File: src/rtl/alu_pkg.sv
// Shared definitions for the ALU sharing arbiter: ALU control codes, default widths,
// the request bundle type and the round-robin slot helper.
package alu_pkg;

    localparam int DEF_DATA_WIDTH     = 32;
    localparam int DEF_ALU_CTRL_WIDTH = 4;

    localparam logic [DEF_ALU_CTRL_WIDTH-1:0] ALU_ADD   = 4'b0000;
    localparam logic [DEF_ALU_CTRL_WIDTH-1:0] ALU_SUB   = 4'b0001;
    localparam logic [DEF_ALU_CTRL_WIDTH-1:0] ALU_SLL   = 4'b0010;
    localparam logic [DEF_ALU_CTRL_WIDTH-1:0] ALU_SLT   = 4'b0011;
    localparam logic [DEF_ALU_CTRL_WIDTH-1:0] ALU_SLTU  = 4'b0100;
    localparam logic [DEF_ALU_CTRL_WIDTH-1:0] ALU_XOR   = 4'b0101;
    localparam logic [DEF_ALU_CTRL_WIDTH-1:0] ALU_SRL   = 4'b0110;
    localparam logic [DEF_ALU_CTRL_WIDTH-1:0] ALU_SRA   = 4'b0111;
    localparam logic [DEF_ALU_CTRL_WIDTH-1:0] ALU_OR    = 4'b1000;
    localparam logic [DEF_ALU_CTRL_WIDTH-1:0] ALU_AND   = 4'b1001;
    localparam logic [DEF_ALU_CTRL_WIDTH-1:0] ALU_AUIPC = 4'b1010;
    localparam logic [DEF_ALU_CTRL_WIDTH-1:0] ALU_LUI   = 4'b1011;
    localparam logic [DEF_ALU_CTRL_WIDTH-1:0] ALU_JAL   = 4'b1100;

    typedef struct packed {
        logic [DEF_DATA_WIDTH-1:0]     SrcA;
        logic [DEF_DATA_WIDTH-1:0]     SrcB;
        logic [DEF_ALU_CTRL_WIDTH-1:0] Ctrl;
        logic [DEF_DATA_WIDTH-1:0]     PC;
    } alu_req_t;

    // Position 'offset' steps after 'base' in a ring of n requesters.
    function automatic int rr_slot(int base, int offset, int n);
        int s;
        s = base + offset;
        return (s >= n) ? s - n : s;
    endfunction

endpackage

File: src/rtl/alu_share_arbiter_if.sv
// Request, response and shared-ALU bundle between the requesters/ALU (master)
// and the sharing arbiter (slave).
interface alu_share_arbiter_if
    import alu_pkg::*;
#(
    parameter int NUM_REQ        = 2,
    parameter int DATA_WIDTH     = DEF_DATA_WIDTH,
    parameter int ALU_CTRL_WIDTH = DEF_ALU_CTRL_WIDTH
);

    logic [NUM_REQ-1:0]                     ReqValid;
    logic [NUM_REQ-1:0]                     ReqReady;
    logic [NUM_REQ-1:0][DATA_WIDTH-1:0]     ReqSrcA;
    logic [NUM_REQ-1:0][DATA_WIDTH-1:0]     ReqSrcB;
    logic [NUM_REQ-1:0][ALU_CTRL_WIDTH-1:0] ReqCtrl;
    logic [NUM_REQ-1:0][DATA_WIDTH-1:0]     ReqPC;

    logic [NUM_REQ-1:0]                     RspValid;
    logic [NUM_REQ-1:0]                     RspReady;
    logic [NUM_REQ-1:0][DATA_WIDTH-1:0]     RspResult;
    logic [NUM_REQ-1:0]                     RspZero;

    logic [DATA_WIDTH-1:0]                  AluSrcA;
    logic [DATA_WIDTH-1:0]                  AluSrcB;
    logic [ALU_CTRL_WIDTH-1:0]              AluCtrl;
    logic [DATA_WIDTH-1:0]                  AluPC;
    logic [DATA_WIDTH-1:0]                  AluResult;
    logic                                   AluZero;

    logic                                   Busy;

    modport master (
        output ReqValid, ReqSrcA, ReqSrcB, ReqCtrl, ReqPC, RspReady, AluResult, AluZero,
        input  ReqReady, RspValid, RspResult, RspZero, AluSrcA, AluSrcB, AluCtrl, AluPC, Busy
    );

    modport slave (
        input  ReqValid, ReqSrcA, ReqSrcB, ReqCtrl, ReqPC, RspReady, AluResult, AluZero,
        output ReqReady, RspValid, RspResult, RspZero, AluSrcA, AluSrcB, AluCtrl, AluPC, Busy
    );

endinterface

File: src/rtl/rr_arbiter.sv
// Combinational round-robin picker: first eligible requester at or after prio,
// wrapping modulo n.
module rr_arbiter
    import alu_pkg::*;
#(
    parameter int N  = 2,
    parameter int IW = $clog2(N)
) (
    input  logic [N-1:0]  elig,
    input  logic [IW-1:0] prio,
    output logic [N-1:0]  grant,
    output logic [IW-1:0] idx,
    output logic          any_grant
);

    logic [IW-1:0] slot;

    always_comb begin
        grant     = '0;
        idx       = '0;
        any_grant = 1'b0;
        slot      = '0;
        for (int k = 0; k < N; k++) begin
            slot = IW'(rr_slot(int'(prio), k, N));
            if (!any_grant && elig[slot]) begin
                grant[slot] = 1'b1;
                idx         = slot;
                any_grant   = 1'b1;
            end
        end
    end

endmodule

File: src/rtl/alu_share_arbiter.sv
// Shares one combinational ALU between NUM_REQ requesters with round-robin
// arbitration and a one-entry response buffer per requester.
module alu_share_arbiter
    import alu_pkg::*;
#(
    parameter int NUM_REQ        = 2,
    parameter int DATA_WIDTH     = DEF_DATA_WIDTH,
    parameter int ALU_CTRL_WIDTH = DEF_ALU_CTRL_WIDTH,
    parameter int IDX_WIDTH      = $clog2(NUM_REQ)
) (
    input logic               clk,
    input logic               rst_n,
    alu_share_arbiter_if.slave bus
);

    logic [NUM_REQ-1:0]                 elig;
    logic [NUM_REQ-1:0]                 grant;
    logic [IDX_WIDTH-1:0]               gidx;
    logic                               any_grant;
    logic [IDX_WIDTH-1:0]               prio;

    logic [NUM_REQ-1:0]                 rsp_valid;
    logic [NUM_REQ-1:0][DATA_WIDTH-1:0] rsp_result;
    logic [NUM_REQ-1:0]                 rsp_zero;

    logic [DATA_WIDTH-1:0]              alu_a;
    logic [DATA_WIDTH-1:0]              alu_b;
    logic [ALU_CTRL_WIDTH-1:0]          alu_c;
    logic [DATA_WIDTH-1:0]              alu_pc;

    // A buffer being drained this cycle is free; reset blocks every grant immediately.
    assign elig = bus.ReqValid & (~rsp_valid | bus.RspReady) & {NUM_REQ{rst_n}};

    rr_arbiter #(
        .N  (NUM_REQ),
        .IW (IDX_WIDTH)
    ) u_rr (
        .elig      (elig),
        .prio      (prio),
        .grant     (grant),
        .idx       (gidx),
        .any_grant (any_grant)
    );

    always_ff @(posedge clk or negedge rst_n) begin
        if (!rst_n) begin
            prio <= '0;
        end else if (any_grant) begin
            prio <= (gidx == IDX_WIDTH'(NUM_REQ - 1)) ? '0 : gidx + 1'b1;
        end
    end

    // A new grant wins over a drain, so a requester can stream one result per cycle.
    always_ff @(posedge clk or negedge rst_n) begin
        if (!rst_n) begin
            rsp_valid  <= '0;
            rsp_result <= '0;
            rsp_zero   <= '0;
        end else begin
            for (int i = 0; i < NUM_REQ; i++) begin
                if (grant[i]) begin
                    rsp_valid[i]  <= 1'b1;
                    rsp_result[i] <= bus.AluResult;
                    rsp_zero[i]   <= bus.AluZero;
                end else if (bus.RspReady[i]) begin
                    rsp_valid[i]  <= 1'b0;
                end
            end
        end
    end

    always_comb begin
        alu_a  = '0;
        alu_b  = '0;
        alu_c  = '0;
        alu_pc = '0;
        for (int i = 0; i < NUM_REQ; i++) begin
            if (grant[i]) begin
                alu_a  = bus.ReqSrcA[i];
                alu_b  = bus.ReqSrcB[i];
                alu_c  = bus.ReqCtrl[i];
                alu_pc = bus.ReqPC[i];
            end
        end
    end

    assign bus.AluSrcA   = alu_a;
    assign bus.AluSrcB   = alu_b;
    assign bus.AluCtrl   = alu_c;
    assign bus.AluPC     = alu_pc;
    assign bus.ReqReady  = grant;
    assign bus.RspValid  = rsp_valid;
    assign bus.RspResult = rsp_result;
    assign bus.RspZero   = rsp_zero;
    assign bus.Busy      = (|rsp_valid) | any_grant;

    grant_onehot: assert property (@(posedge clk) disable iff (!rst_n) $onehot0(grant));

endmodule

File: src/flat_wrapper.sv
// flat-port wrapper written by rule: the top's interface ports become plain ports
module alu_share_arbiter_flat import alu_pkg::*;
#(
    parameter int NUM_REQ        = 2,
    parameter int DATA_WIDTH     = DEF_DATA_WIDTH,
    parameter int ALU_CTRL_WIDTH = DEF_ALU_CTRL_WIDTH,
    parameter int IDX_WIDTH      = $clog2(NUM_REQ)
)
  (clk, rst_n, bus_ReqValid, bus_ReqSrcA, bus_ReqSrcB, bus_ReqCtrl, bus_ReqPC, bus_RspReady, bus_AluResult, bus_AluZero, bus_ReqReady, bus_RspValid, bus_RspResult, bus_RspZero, bus_AluSrcA, bus_AluSrcB, bus_AluCtrl, bus_AluPC, bus_Busy);
  alu_share_arbiter_if #(.NUM_REQ(NUM_REQ), .DATA_WIDTH(DATA_WIDTH), .ALU_CTRL_WIDTH(ALU_CTRL_WIDTH)) bus_i ();
  input logic clk;
  input logic rst_n;
  input wire logic [$bits(bus_i.ReqValid)-1:0] bus_ReqValid;
  input wire logic [$bits(bus_i.ReqSrcA)-1:0] bus_ReqSrcA;
  input wire logic [$bits(bus_i.ReqSrcB)-1:0] bus_ReqSrcB;
  input wire logic [$bits(bus_i.ReqCtrl)-1:0] bus_ReqCtrl;
  input wire logic [$bits(bus_i.ReqPC)-1:0] bus_ReqPC;
  input wire logic [$bits(bus_i.RspReady)-1:0] bus_RspReady;
  input wire logic [$bits(bus_i.AluResult)-1:0] bus_AluResult;
  input wire logic [$bits(bus_i.AluZero)-1:0] bus_AluZero;
  output wire logic [$bits(bus_i.ReqReady)-1:0] bus_ReqReady;
  output wire logic [$bits(bus_i.RspValid)-1:0] bus_RspValid;
  output wire logic [$bits(bus_i.RspResult)-1:0] bus_RspResult;
  output wire logic [$bits(bus_i.RspZero)-1:0] bus_RspZero;
  output wire logic [$bits(bus_i.AluSrcA)-1:0] bus_AluSrcA;
  output wire logic [$bits(bus_i.AluSrcB)-1:0] bus_AluSrcB;
  output wire logic [$bits(bus_i.AluCtrl)-1:0] bus_AluCtrl;
  output wire logic [$bits(bus_i.AluPC)-1:0] bus_AluPC;
  output wire logic [$bits(bus_i.Busy)-1:0] bus_Busy;
  assign bus_i.ReqValid = bus_ReqValid;
  assign bus_i.ReqSrcA = bus_ReqSrcA;
  assign bus_i.ReqSrcB = bus_ReqSrcB;
  assign bus_i.ReqCtrl = bus_ReqCtrl;
  assign bus_i.ReqPC = bus_ReqPC;
  assign bus_i.RspReady = bus_RspReady;
  assign bus_i.AluResult = bus_AluResult;
  assign bus_i.AluZero = bus_AluZero;
  assign bus_ReqReady = bus_i.ReqReady;
  assign bus_RspValid = bus_i.RspValid;
  assign bus_RspResult = bus_i.RspResult;
  assign bus_RspZero = bus_i.RspZero;
  assign bus_AluSrcA = bus_i.AluSrcA;
  assign bus_AluSrcB = bus_i.AluSrcB;
  assign bus_AluCtrl = bus_i.AluCtrl;
  assign bus_AluPC = bus_i.AluPC;
  assign bus_Busy = bus_i.Busy;
  alu_share_arbiter #(.NUM_REQ(NUM_REQ), .DATA_WIDTH(DATA_WIDTH), .ALU_CTRL_WIDTH(ALU_CTRL_WIDTH), .IDX_WIDTH(IDX_WIDTH)) u_core (.clk(clk), .rst_n(rst_n), .bus(bus_i));
endmodule
File: config.mk
export PLATFORM = sky130hd
export DESIGN_NAME = alu_share_arbiter_flat
export DESIGN_NICKNAME = d
export VERILOG_FILES = /design/src/rtl/alu_pkg.sv /design/src/rtl/alu_share_arbiter_if.sv /design/src/rtl/rr_arbiter.sv /design/src/rtl/alu_share_arbiter.sv /design/src/flat_wrapper.sv
export SDC_FILE = /design/constraint.sdc
export NUM_CORES = 1
export LEC_CHECK = 0
export ABC_AREA = 1
export CAP_MARGIN = 30
export CORE_AREA = 2 2 159 161
export CTS_CLUSTER_DIAMETER = 40
export DETAILED_ROUTE_END_ITERATION = 7
export DIE_AREA = 0 0 161 163
export DONT_BUFFER_PORTS = 1
export PLACE_DENSITY = 0.41
export SYNTH_ARGS = -nofsm -noshare
export SYNTH_HDL_FRONTEND = slang
export SYNTH_SLANG_ARGS = --single-unit
File: constraint.sdc
create_clock -name clk -period 2.2 [get_ports clk]
set_input_delay 0.22 -clock clk [delete_from_list [all_inputs] [get_ports clk]]
set_output_delay 0.22 -clock clk [all_outputs]
set_load 0.005 [all_outputs]
==> Word level (Yosys, flattened, before mapping) <==
Index checks and enable logic that the tools add are counted.
{ "word_totals": {"elab_cells": 59, "out_inout_bits": 171, "regBits": 69} }
{ "classes": {"addsub": 4, "n_reduce_logical": 7, "mux": 29, "order_cmp": 6, "n_bitwise": 6} }
{ "ops": {"columns": ["operator", "n"], "rows": [
  ["two-way mux 32 bit", 6],
  ["two-way mux 1 bit", 17],
  ["two-way mux 4 bit", 2],
  ["bitwise AND 2 bit", 2],
  ["< comparator 1 x 2 -> 1 bit, second input constant", 2],
  ["two-way mux 2 bit", 2],
  ["OR 2 bit", 2],
  ["nonzero test 2 bit", 2],
  ["logical AND 1 bit", 3],
  ["adder 1 x 1 -> 2 bit, second input constant", 1],
  ["demux 1 bit (select 1 bit)", 2],
  [">= comparator 1 bit, second input constant", 2],
  [">= comparator 1 x 2 -> 1 bit, second input constant", 1],
  [">= comparator 2 bit, second input constant", 1],
  ["inverter 2 bit", 1],
  ["OR reduction 2 bit", 1],
  ["subtractor 1 bit, second input constant", 2],
  ["adder 1 bit, second input constant", 1],
  ["zero test 1 bit", 1],
  ["OR 1 bit", 1]
]} }

==> Logic depth before layout (Yosys ltp) <==
Gate-level depths: netlist of run 1.
{ "logic_depth": {"ltp_word": 12, "ltp_mapped": 7, "ltp_nobuf": 6} }

==> Cells and area by module <==
From an unflattened synthesis of run 1, not the netlist that was laid out.
{ "hier_totals": {"cells_unflattened": 638, "hier_area_um2": 4121.5} }
{ "by_module_without_submodules": {"columns": ["mod", "n_inst", "cells_per_inst", "area_each_um2"], "rows": [
  ["alu_share_arbiter", 1, 631, 4091.4],
  ["rr_arbiter", 1, 7, 30.0]
]} }

==> Worst setup path after synthesis of run 1 <==
Ideal clock, no wire load.
{ "synth_path": {"kind": "register to output", "start": "register u_core.rsp_valid[1], in the netlist u_core.bus.RspValid[1]", "end": "output bus_AluCtrl[0]", "slack_ns": 0.820, "t_arrival_ns": 1.160, "stages_incl_launch_ff": 6, "path_cell_list": "dfrtp_1 > a21oi_4 > buf_4 > buf_2 > nand3_1 > nand2_1"} }
{ "synth_between": {"elab_chain_len": 12} }
{ "synth_lines": {"columns": ["element", "line", "rtl"], "rows": [
  ["start: declaration", "alu_share_arbiter.sv:22", "logic [NUM_REQ-1:0] rsp_valid;"],
  ["start signal: assignment", "alu_share_arbiter.sv:56", "rsp_valid <= '0;"],
  ["start signal: indexed assignment", "alu_share_arbiter.sv:62", "rsp_valid[i] <= 1'b1;"],
  ["start signal: indexed assignment", "alu_share_arbiter.sv:66", "rsp_valid[i] <= 1'b0;"],
  ["inverter 2 bit (*)", "alu_share_arbiter.sv:32", "assign elig = bus.ReqValid & (~rsp_valid | bus.RspReady) & {NUM_REQ{rst_n}};"],
  ["OR 2 bit (*)", "alu_share_arbiter.sv:32", null],
  ["bitwise AND 2 bit (*) (2 in a row)", "alu_share_arbiter.sv:32", null],
  ["two-way mux 1 bit (not written as such) (2 in a row)", "rr_arbiter.sv:25", "if (!any_grant && elig[slot]) begin"],
  ["two-way mux 1 bit", "rr_arbiter.sv:25", null],
  ["zero test 1 bit", "rr_arbiter.sv:25", null],
  ["logical AND 1 bit", "rr_arbiter.sv:25", null],
  ["two-way mux 2 bit (*)", "rr_arbiter.sv:25", null],
  ["two-way mux 4 bit", "alu_share_arbiter.sv:78", "if (grant[i]) begin"],
  ["two-way mux 4 bit (*)", "alu_share_arbiter.sv:78", null],
  ["end: declaration", "flat_wrapper.sv:27", "output wire logic [$bits(bus_i.AluCtrl)-1:0] bus_AluCtrl;"]
]} }
Every way passes the cells marked *; elsewhere a longest branch is shown, timed or not. The select of a mux whose other input is x is not followed.

==> Worst setup path in the final report of run 1 <==
{ "layout_path": {"start": "register u_core.rsp_valid[1], in the netlist u_core.bus.RspValid[1]", "end": "output bus_AluSrcB[16]"} }
{ "layout_between": {"elab_chain_len": 12} }
{ "layout_lines": {"columns": ["element", "line", "rtl"], "rows": [
  ["inverter 2 bit (*)", "alu_share_arbiter.sv:32", null],
  ["OR 2 bit (*)", "alu_share_arbiter.sv:32", null],
  ["bitwise AND 2 bit (*) (2 in a row)", "alu_share_arbiter.sv:32", null],
  ["two-way mux 1 bit (not written as such) (2 in a row)", "rr_arbiter.sv:25", null],
  ["two-way mux 1 bit", "rr_arbiter.sv:25", null],
  ["zero test 1 bit", "rr_arbiter.sv:25", null],
  ["logical AND 1 bit", "rr_arbiter.sv:25", null],
  ["two-way mux 2 bit (*)", "rr_arbiter.sv:25", null],
  ["two-way mux 32 bit", "alu_share_arbiter.sv:78", null],
  ["two-way mux 32 bit (*)", "alu_share_arbiter.sv:78", null],
  ["end: declaration", "flat_wrapper.sv:26", "output wire logic [$bits(bus_i.AluSrcB)-1:0] bus_AluSrcB;"]
]} }
Marks and branches as above.

==> metrics.txt, run 1 <==
outcome complete, no violations; CTS Buf Count 9; Setup TNS Final 0 ns; Final Skew 0.01010 ns; Final ANT Viol Nets 0; Final setup viols 0; antenna violations before repair 1; reg-to-reg setup timing slack around 0.64 ns; vias 4,571; CTS tree built; #FFs+latches synth between 60 and 70; Synth area leader dfrtp_1; commonest non-fill, non-tap cell in the layout nand3_1; Root Buffer clkbuf_16; synth top area cells dfrtp_1, nand3_1, nand2_1; syn_nets 890; largest net degree at the start of global routing 74; final hold vios 0; fin crit period a little under 2 ns; clk slew on worst S/H paths 0.06 ns; FF-to-FF End u_core.bus.RspResult[24]; crit end category output port; Final GP Congestion 0.8987; fmax 504.2 MHz; area share of the largest cell type after synthesis between 30 and 40%; period utilization 90.16%; Unique masters post-synth 13; Worst EP required 1.98 ns; worst hold path type in2reg; DRC Markers 0; worst skew pair latency 0.34 ns; FP Rows 58; number of I/O port buffers 0; Int Pwr between 0.002 and 0.003 W; first-pass GRT wire length 26,450 um; drt first pass iters 6; Max IR drop VDD between 0.0003 and 0.0004 V; CTS max path bufs 2; I/O pins 410; clock share of power 36.9%; area grow syn2layout 15.41%; H-tree depth 3; Max Slew Vio Count 0; Synth warnings 0; hold slack 0.02024 ns; Routed WL 19,180 um; Cells on Worst Hold Path 2; Nets 853; vias per cell 4.812; post-synthesis cell area 0.004344 mm2; total power 0.004079 W; Synth Area in Adders 0%; MaxCap Viol Count 0; measured slew at the worst slew-check pin 0.4556 ns; post-cts sizing count 0; Die Y 163 um; GRT Total Usage a little over an eighth; Comb power frac 19.9%; PD cells 813.5 mW/mm2; commonest non-fill, non-tap cells in the layout nand3_1, nand2_1, dfrtp_1; Seq pwr share 43.2%; vias in the first global route just over 4,000; total grt overflow 0; layout cells sized above 1 between 5 and 6%; Hold Startpoint bus_AluResult[30]; Post-DP HPWL 13,640 um; reg2reg path depth 6; Worst EP arrival 1.76 ns; sw frac 34.02%; wire length per cell 20.19 um; Hold EP u_core.bus.RspResult[30]; CTS Sinks 69; initial DRC count 408; Compound-Gate Fraction of Synth Area 0.6912%; die footprint 0.02624 mm2; Simple-Gate Fraction of Synth Area a little over half; Synth Area in XOR/XNOR 0%; syn avg cell area roughly 6.7 um2; r2r startpoint u_core.bus.RspValid[1]; Critical Path Fanout Max 68; Worst setup SP type register; largest family of logic cells by synthesized area simple AND/OR/NAND/NOR gates; multiplexer share of the synthesized area 0%; core area between 0.02 and 0.025 mm2; Crit Path Category reg2out; leakage 2.571 nW; P_sw 0.001388 W; Syn Inst Count around 650; width of the die 161 um; RSZ-0062 raised after global routing false; Slew HR 69.63%; sequential share of the synthesized area 39.75%; Initial Util 17.61%
==> Yosys cell counts <==
master    instances
a21oi_4           1
o21ai_0           1
a21oi_2           1
nor2_1            1
dfrtp_1          69
nand3_2           2
buf_1             2
nand2_1         240
inv_1             7
nand3_1         267
buf_2            27
clkbuf_1         24
buf_4             9
==> critical path, stage by stage, from the launching register on <==
cell and delay [ns]:
dfrtp_1 0.47, a21oi_4 0.30, buf_12 0.30, nand3_1 0.15, nand2_1 0.12
==> logic make-up (layout without fill, tap and decap cells) <==
kind of cell | after synthesis | in the layout
other | 0 | 1
AND/OR/NAND/NOR | 510 | 510
buffers and inverters | 69 | 37
AO/OA/AOI/OAI | 3 | 3
flip-flops | 69 | 69
==> flip-flops by register name, summed over array words and instances, names as in the netlist, named ones only <==
name / flops
u_core.bus.RspZero: 2
u_core.bus.RspResult: 64
u_core.bus.RspValid: 2
==> worst max path at each step <==
stage,from,end,slack [ns]
final,u_core.bus.RspValid[1],bus_AluSrcB[16],0.22
after global routing,u_core.bus.RspValid[0],bus_ReqReady[1],0.03
after CTS,u_core.bus.RspValid[0],bus_ReqReady[1],0.16
after detailed placement,u_core.bus.RspValid[0],bus_ReqReady[1],0.55
after global placement,u_core.bus.RspValid[1],bus_AluCtrl[0],0.57
after floorplan,u_core.bus.RspValid[1],bus_AluCtrl[0],0.82
==> cell type report <==
class	count	area [um2]
multi-input cells	513	2313
repair buffers	14	230.2
clock inverters	5	58.81
diodes	1	2.502
clock buffers	11	242.7
well taps	330	412.9
fillers	2831	19660
flip-flops and latches	69	1727
inverters	7	26.28
==> power groups by stage <==
stage          combinational [W]  clock, W  sequential (W)
2_1_floorplan           0.000614         0         0.00169
3_3_place_gp            0.000778         0         0.00179
3_5_place_dp            0.000786         0         0.00179
4_1_cts                 0.000824   0.00158         0.00177
5_1_grt                 0.000928   0.00164         0.00179
6_report                0.000812   0.00150         0.00176
==> layer usage <==
layer	global-route usage (%)	wire length (um)	up-vias
met5	0	0	-
met1	17.36	7856	2194
met2	21.34	9356	261
li1	-	-	2096
met3	3.336	1554	20
met4	4.545	416	0
==> what timing repair did <==
| item | in CTS | in global routing |
|---|---|---|
| endpoints found under the setup margin | 0 | 0 |
| hold endpoints to repair | 70 | 0 |
| hold buffers | 3 | 0 |
| setup buffers | 0 | 0 |
==> per-stage QoR <==
step | instances | cell area [um2] | worst slack (ns) | util [%]
6_report | 950 | 5014 | 0.2165 | 20.32
2_1_floorplan | 651 | 4344 | 0.8197 | -
3_3_place_gp | 930 | 4662 | 0.5700 | 18.89
3_5_place_dp | 930 | 4662 | 0.5534 | 18.89
5_1_grt | 950 | 5014 | 0.03285 | 20.32
4_1_cts | 949 | 5011 | 0.1620 | 20.31
Power figures use the tool's default switching activity.
==> run 2: changes to the inputs <==
--- a/config.mk
+++ b/config.mk
@@ -12,6 +12,7 @@
 export DETAILED_ROUTE_END_ITERATION = 7
 export DIE_AREA = 0 0 161 163
 export DONT_BUFFER_PORTS = 1
+export MAX_ROUTING_LAYER = met4
 export PLACE_DENSITY = 0.41
 export SYNTH_ARGS = -nofsm -noshare
 export SYNTH_HDL_FRONTEND = slang
==> metrics.txt, run 2 (synthesis gave the netlist of run 1 again) <==
CTS Sinks 69 (unchanged); width of the die 161 um (unchanged); cell mode on critical path nand2_1; DRC Markers 0 (unchanged); fin worst setup slack 0.09829 ns (-0.1182 ns); Post-DP HPWL 13,730 um (+0.69%); number of I/O port buffers 0 (unchanged); Final Skew 0.004534 ns (-0.005570 ns); Final setup viols 0 (unchanged); Worst EP arrival 1.88 ns (+0.12 ns); crit end category output port; Max IR drop VDD 0.0003251 V (-15%); Die Y 163 um (unchanged); vias 4,575 (+0.088%); largest net degree at the start of global routing 74 (unchanged); cell family with most CP delay simple AND/OR/NAND/NOR gates; layout cells sized above 1 5.314% (+0.31 points); Nets 857 (+0.47%); worst stage delay on the critical path 0.50 ns (+0.03 ns); Max Slew Vio Count 0 (unchanged); Critical Path Fanout Max 73 (+7.4%); ANT cells 0 (-1); I/O pins 410 (unchanged); antenna violations before repair 0 (-1); drt first pass iters 5 (-1); first-pass GRT wire length 26,220 um (-0.86%); total power 0.004061 W (-0.42%); vias per cell 4.811 (about the same); Routed WL 19,040 um (-0.76%); PD cells 803.6 mW/mm2 (-1.2%); Root Buffer clkbuf_16; max FFs per register 64 (unchanged); commonest non-fill, non-tap cell in the layout nand3_1; clk slew on worst S/H paths 0.06 ns (about the same); post-placement cell count 933 (+0.32%); MaxCap Viol Count 0 (unchanged); period utilization 95.53% (+5.4 points); worst skew pair latency 0.34 ns (about the same); fin crit period 2.102 ns (+0.1182 ns); fmax 475.8 MHz (-5.6%); measured slew at the worst slew-check pin 0.4637 ns (+0.008052 ns); Setup WS pre-CTS 0.4575 ns (-0.09588 ns); area grow syn2layout 16.33%; Final ANT Viol Nets 0 (unchanged); initial DRC count 443 (+8.6%); FP Rows 58 (unchanged); wire length per cell 20.02 um (-0.86%); H-tree depth 3 (unchanged); die footprint 0.02624 mm2 (unchanged); CTS Buf Count 9 (unchanged); total grt overflow 0 (unchanged); Worst setup SP type register; core area 0.02467 mm2 (unchanged); Slew HR 69.09% (-0.54 points); leakage 2.600 nW (+1.1%); CTS max path bufs 2 (unchanged); Setup TNS Final 0 ns (unchanged); GRT Total Usage 13.57% (+0.30 points); vias in the first global route 3,999 (-1.4%); CP max stage cell dfrtp_1; Final GP Congestion 0.9286 (+3.3%); commonest non-fill, non-tap cells in the layout nand3_1, nand2_1, dfrtp_1; FILL cells 2,816 (-0.53%); outcome complete, no violations; Worst EP required 1.98 ns (about the same); RSZ-0062 raised after global routing false; Post-Layout Cell Count 951 (+0.11%); Worst Path Buf+Inv 1 (unchanged); final hold vios 0 (unchanged); worst hold path type in2reg; Initial Util 17.61% (unchanged); CTS tree built; Crit Path Category reg2out; crit-path cells nand2_1, nand3_4, buf_12, nand3_1, nand2_1
-- run 2: cell types whose count changed in the layout (fill, tap and decap cells not counted), sizes merged --
cell	change
clkinvlp	-2
diode	-1
inv	-1
clkbuf	+1
nand3	+1
dlygate4sd3	-1
buf	+4
-- run 2: through the flow --
step / cell area (um2) / utilization (%) / hold slack [ns]
final: 5054 / 20.48 / 0.02194
after global routing: 5054 / 20.48 / 0.004669
after CTS: 5029 / 20.38 / 0.006774
after detailed placement: 4710 / 19.09 / -0.07386
after global placement: 4710 / 19.09 / -0.07357
after floorplan: 4344 / - / -0.07559
-- run 2: layout make-up --
cell class	instances	area (um2)	area share (%)
tap	330	412.9	8.170
clock inverter	2	35.03	0.6932
inverter	7	26.28	0.5199
multi-input combinational	514	2323	45.98
clock buffer	12	246.5	4.877
timing repair buffer	17	282.8	5.595
sequential	69	1727	34.17
-- run 2: worst paths after layout --
check	from	end	slack, ns	cells after the start
max	u_core.bus.RspValid[1]	bus_AluCtrl[1]	0.1	5
min	bus_AluResult[30]	u_core.bus.RspResult[62]	0.02	2
max reg2reg	u_core.bus.RspValid[0]	u_core.bus.RspResult[48]	0.52	6
min reg2reg	u_core.bus.RspResult[12]	u_core.bus.RspResult[12]	0.49	2
max in group asynchronous	rst_n	u_core.bus.RspResult[46]	1.42	2
min in group asynchronous	rst_n	u_core.bus.RspResult[32]	0.44	2
-- run 2: power by group --
group	internal, W	switching [W]
sequential	0.00152	0.000242
clock	0.000896	0.000561
combinational	0.000277	0.000566
-- run 2: per-layer routing --
metal | GRT usage, % | part of all wire [%]
met1 | 17.07 | 39
met2 | 20.66 | 48
met3 | 3.845 | 9.9
met4 | 5.195 | 2.8
met5 | - | 0
-- run 2: repair_timing --
action / in CTS / in global routing
hold buffers: 2 / 0
endpoints found under the hold margin: 69 / 0
endpoints found under the setup margin: 0 / 16
resized for setup: 0 / 1
buffers inserted: 0 / 1
==> run 3: changes to the inputs <==
--- a/config.mk
+++ b/config.mk
@@ -13,7 +13,8 @@
 export DIE_AREA = 0 0 161 163
 export DONT_BUFFER_PORTS = 1
 export MAX_ROUTING_LAYER = met4
-export PLACE_DENSITY = 0.41
+export RECOVER_POWER = 50
 export SYNTH_ARGS = -nofsm -noshare
 export SYNTH_HDL_FRONTEND = slang
+export SYNTH_HIERARCHICAL = 1
 export SYNTH_SLANG_ARGS = --single-unit
==> metrics.txt, run 3 <==
Synth async-reset ratio 100.0% (unchanged); fin crit period 2.149 ns (+0.04715 ns); Comb power frac 23.8% (+3.0 points); Synth area leader dfrtp_1; Worst setup SP type register; Synth warnings 6 (+6); die footprint 0.02624 mm2 (unchanged); syn avg cell area 6.460 um2 (-3.2%); Synth Area in Adders 0% (unchanged); Compound-Gate Fraction of Synth Area 0.7286% (+0.037 points); syn_nets 877 (-1.5%); Int Pwr 0.002804 W (+4.2%); FP Rows 58 (unchanged); Post-Layout Cell Count 1,013 (+6.5%); crit-path cells a21oi_2, inv_1, a21oi_4, buf_6, buf_12, nand2_1, nand2_4, buf_4; largest family of logic cells by synthesized area simple AND/OR/NAND/NOR gates; worst hold path type in2reg; initial DRC count 376 (-15%); final hold vios 0 (unchanged); Initial Util 16.70% (-0.90 points); Slew HR 36.35% (-33 points); layout cells sized above 1 11.32% (+6.0 points); total grt overflow 0 (unchanged); Worst EP arrival 1.93 ns (+0.05 ns); cell family with most CP delay buffers and inverters; Final Skew 0.003975 ns (-0.0005586 ns); GRT Total Usage 14.64% (+1.1 points); Die Y 163 um (unchanged); clk slew on worst S/H paths 0.05 ns (about the same); CTS Buf Count 9 (unchanged); Post-synth EDFFs 0 (unchanged); fmax 465.4 MHz (-2.2%); Root Buffer clkbuf_16; CTS Sinks 69 (unchanged); placed inst area 0.004517 mm2 (-4.1%); Worst Path Buf+Inv 4 (+3); #FFs+latches synth 69 (unchanged); Max IR drop VDD 0.0004060 V (+25%); Setup WS pre-CTS 0.1772 ns (-0.2803 ns); area share of the largest cell type after synthesis 41.89% (+2.1 points); I/O pins 410 (unchanged); Critical Path Fanout Max 24 (-67%); synth cell count leaders nand2_1, nand3_1, dfrtp_1, buf_2, buf_6; Routed WL 21,430 um (+13%); antenna violations before repair 3 (+3); crit end category output port; fin worst setup slack 0.05115 ns (-0.04715 ns); MaxCap Viol Count 0 (unchanged); CTS tree built; Post-DP HPWL 14,540 um (+5.9%); leakage 2.973 nW (+14%); vias 4,526 (-1.1%); largest net degree at the start of global routing 70 (-5.4%); most common cell in the netlist nand2_1; fin area 0.005613 mm2 (+11%); first-pass GRT wire length 26,970 um (+2.8%); measured slew at the worst slew-check pin 0.9547 ns (+0.4910 ns); vias in the first global route 3,938 (-1.5%); P_sw 0.001338 W (-2.3%); drt first pass iters 5 (unchanged); vias per cell 4.468 (-7.1%); Final Core Density 22.75% (+2.3 points); PD cells 738.0 mW/mm2 (-8.2%); core area 0.02467 mm2 (unchanged); Simple-Gate Fraction of Synth Area 49.30% (-2.7 points); Final GP Congestion 0.8315 (-10%); outcome complete, no violations; Final ANT Viol Nets 0 (unchanged); commonest non-fill, non-tap cells in the layout nand2_1, nand3_1, dfrtp_1; Max Slew Vio Count 0 (unchanged); wire length per cell 21.16 um (+5.7%); RSZ-0062 raised after global routing true; number of I/O port buffers 0 (unchanged); FILL cells 2,744 (-2.6%); ys flop type dfrtp_1; multiplexer share of the synthesized area 0% (unchanged); synth top area cells dfrtp_1, nand2_1, nand3_1; CTS max path bufs 2 (unchanged); CP max stage cell dfrtp_1; Unique masters post-synth 13 (unchanged); Crit Path Category reg2out; max FFs per register 64 (unchanged); sw frac 32.31% (-1.4 points); width of the die 161 um (unchanged); Synth Area in XOR/XNOR 0% (unchanged); period utilization 97.68% (+2.1 points); Seq pwr share 42.4% (-1.0 points); clock share of power 33.8% (-2.1 points); post-placement cell count 944 (+1.2%); worst stage delay on the critical path 0.43 ns (-0.07 ns); H-tree depth 3 (unchanged); sequential share of the synthesized area 41.89% (+2.1 points); commonest non-fill, non-tap cell in the layout nand2_1; Final setup viols 0 (unchanged); area grow syn2layout 36.19%; Nets 916 (+6.9%); Syn Inst Count 638 (-2.0%); DRC Markers 0 (unchanged); Worst EP required 1.98 ns (about the same); worst skew pair latency 0.33 ns (about the same); post-synthesis cell area 0.004121 mm2 (-5.1%)
[run 3: cell types whose count changed after synthesis, moves of 2 or more]
cell and change:
nand3_2 -2, a21oi_1 +5, buf_4 -7, nand2_1 +167
buf_1 -2, buf_2 +6, clkbuf_1 -22, nand3_1 -167
buf_6 +10
[run 3: cells by family (layout without fill, tap and decap cells)]
family          Yosys count  count (layout)
compound gates            6               6
simple gates            508             508
other cells               0               3
buf+inv                  55              97
flops                    69              69
[run 3: through the flow]
| step | total power, W | hold WS [ns] | setup TNS, ns |
|---|---|---|---|
| after global routing | 0.004386 | 0.001218 | -0.07571 |
| final | 0.004142 | 0.01078 | 0 |
| after floorplan | 0.002220 | -0.07559 | 0 |
| after CTS | 0.004109 | 0.0001832 | 0 |
| after detailed placement | 0.002510 | -0.07405 | 0 |
| after global placement | 0.002486 | -0.07376 | 0 |
[run 3: path summary, 6_finish.rpt]
kind | start | to | slack (ns) | cells after the start
max in group asynchronous | rst_n | u_core/bus.RspValid[0] | 0.90 | 2
min | bus_AluResult[21] | u_core/bus.RspResult[21] | 0.01 | 2
max reg2reg | u_core/bus.RspValid[1] | u_core/bus.RspResult[4] | 0.26 | 8
max | u_core/bus.RspValid[1] | bus_AluSrcB[22] | 0.05 | 8
min reg2reg | u_core/bus.RspResult[35] | u_core/bus.RspResult[35] | 0.50 | 2
min in group asynchronous | rst_n | u_core/bus.RspResult[11] | 0.62 | 2
[run 3: layout make-up]
class	count	area (um2)	area share [%]
clock buffers	12	246.5	4.391
diodes	3	7.507	0.1337
inverters	8	42.54	0.7579
multi-input cells	514	2112	37.63
repair buffers	73	1013	18.06
repair inverters	2	15.01	0.2675
flip-flops and latches	69	1728	30.78
well taps	330	412.9	7.356
clock inverters	2	35.03	0.6242
[run 3: what timing repair did]
item	in CTS	in global routing
hold buffers	22	1
gates resized for setup	17	13
setup buffers	8	7
pin swaps	0	2
endpoints found under the setup margin	45	72
hold endpoints to repair	95	1
gates cloned	6	8
[run 3: layer usage]
| metal | wire length, um | track usage [%] |
|---|---|---|
| met1 | 7536 | 16.19 |
| met2 | 10940 | 24.80 |
| met3 | 2360 | 4.635 |
| met4 | 591 | 5.438 |
| met5 | 0 | - |
[run 3: power by group through the flow]
stage	registers, W	logic [W]	clock network (W)
global placement	0.00178	0.000707	0
detailed placement	0.00177	0.000738	0
CTS	0.00176	0.000913	0.00143
floorplan	0.00169	0.000535	0
global route	0.00179	0.00109	0.00151
finish	0.00176	0.000985	0.00140
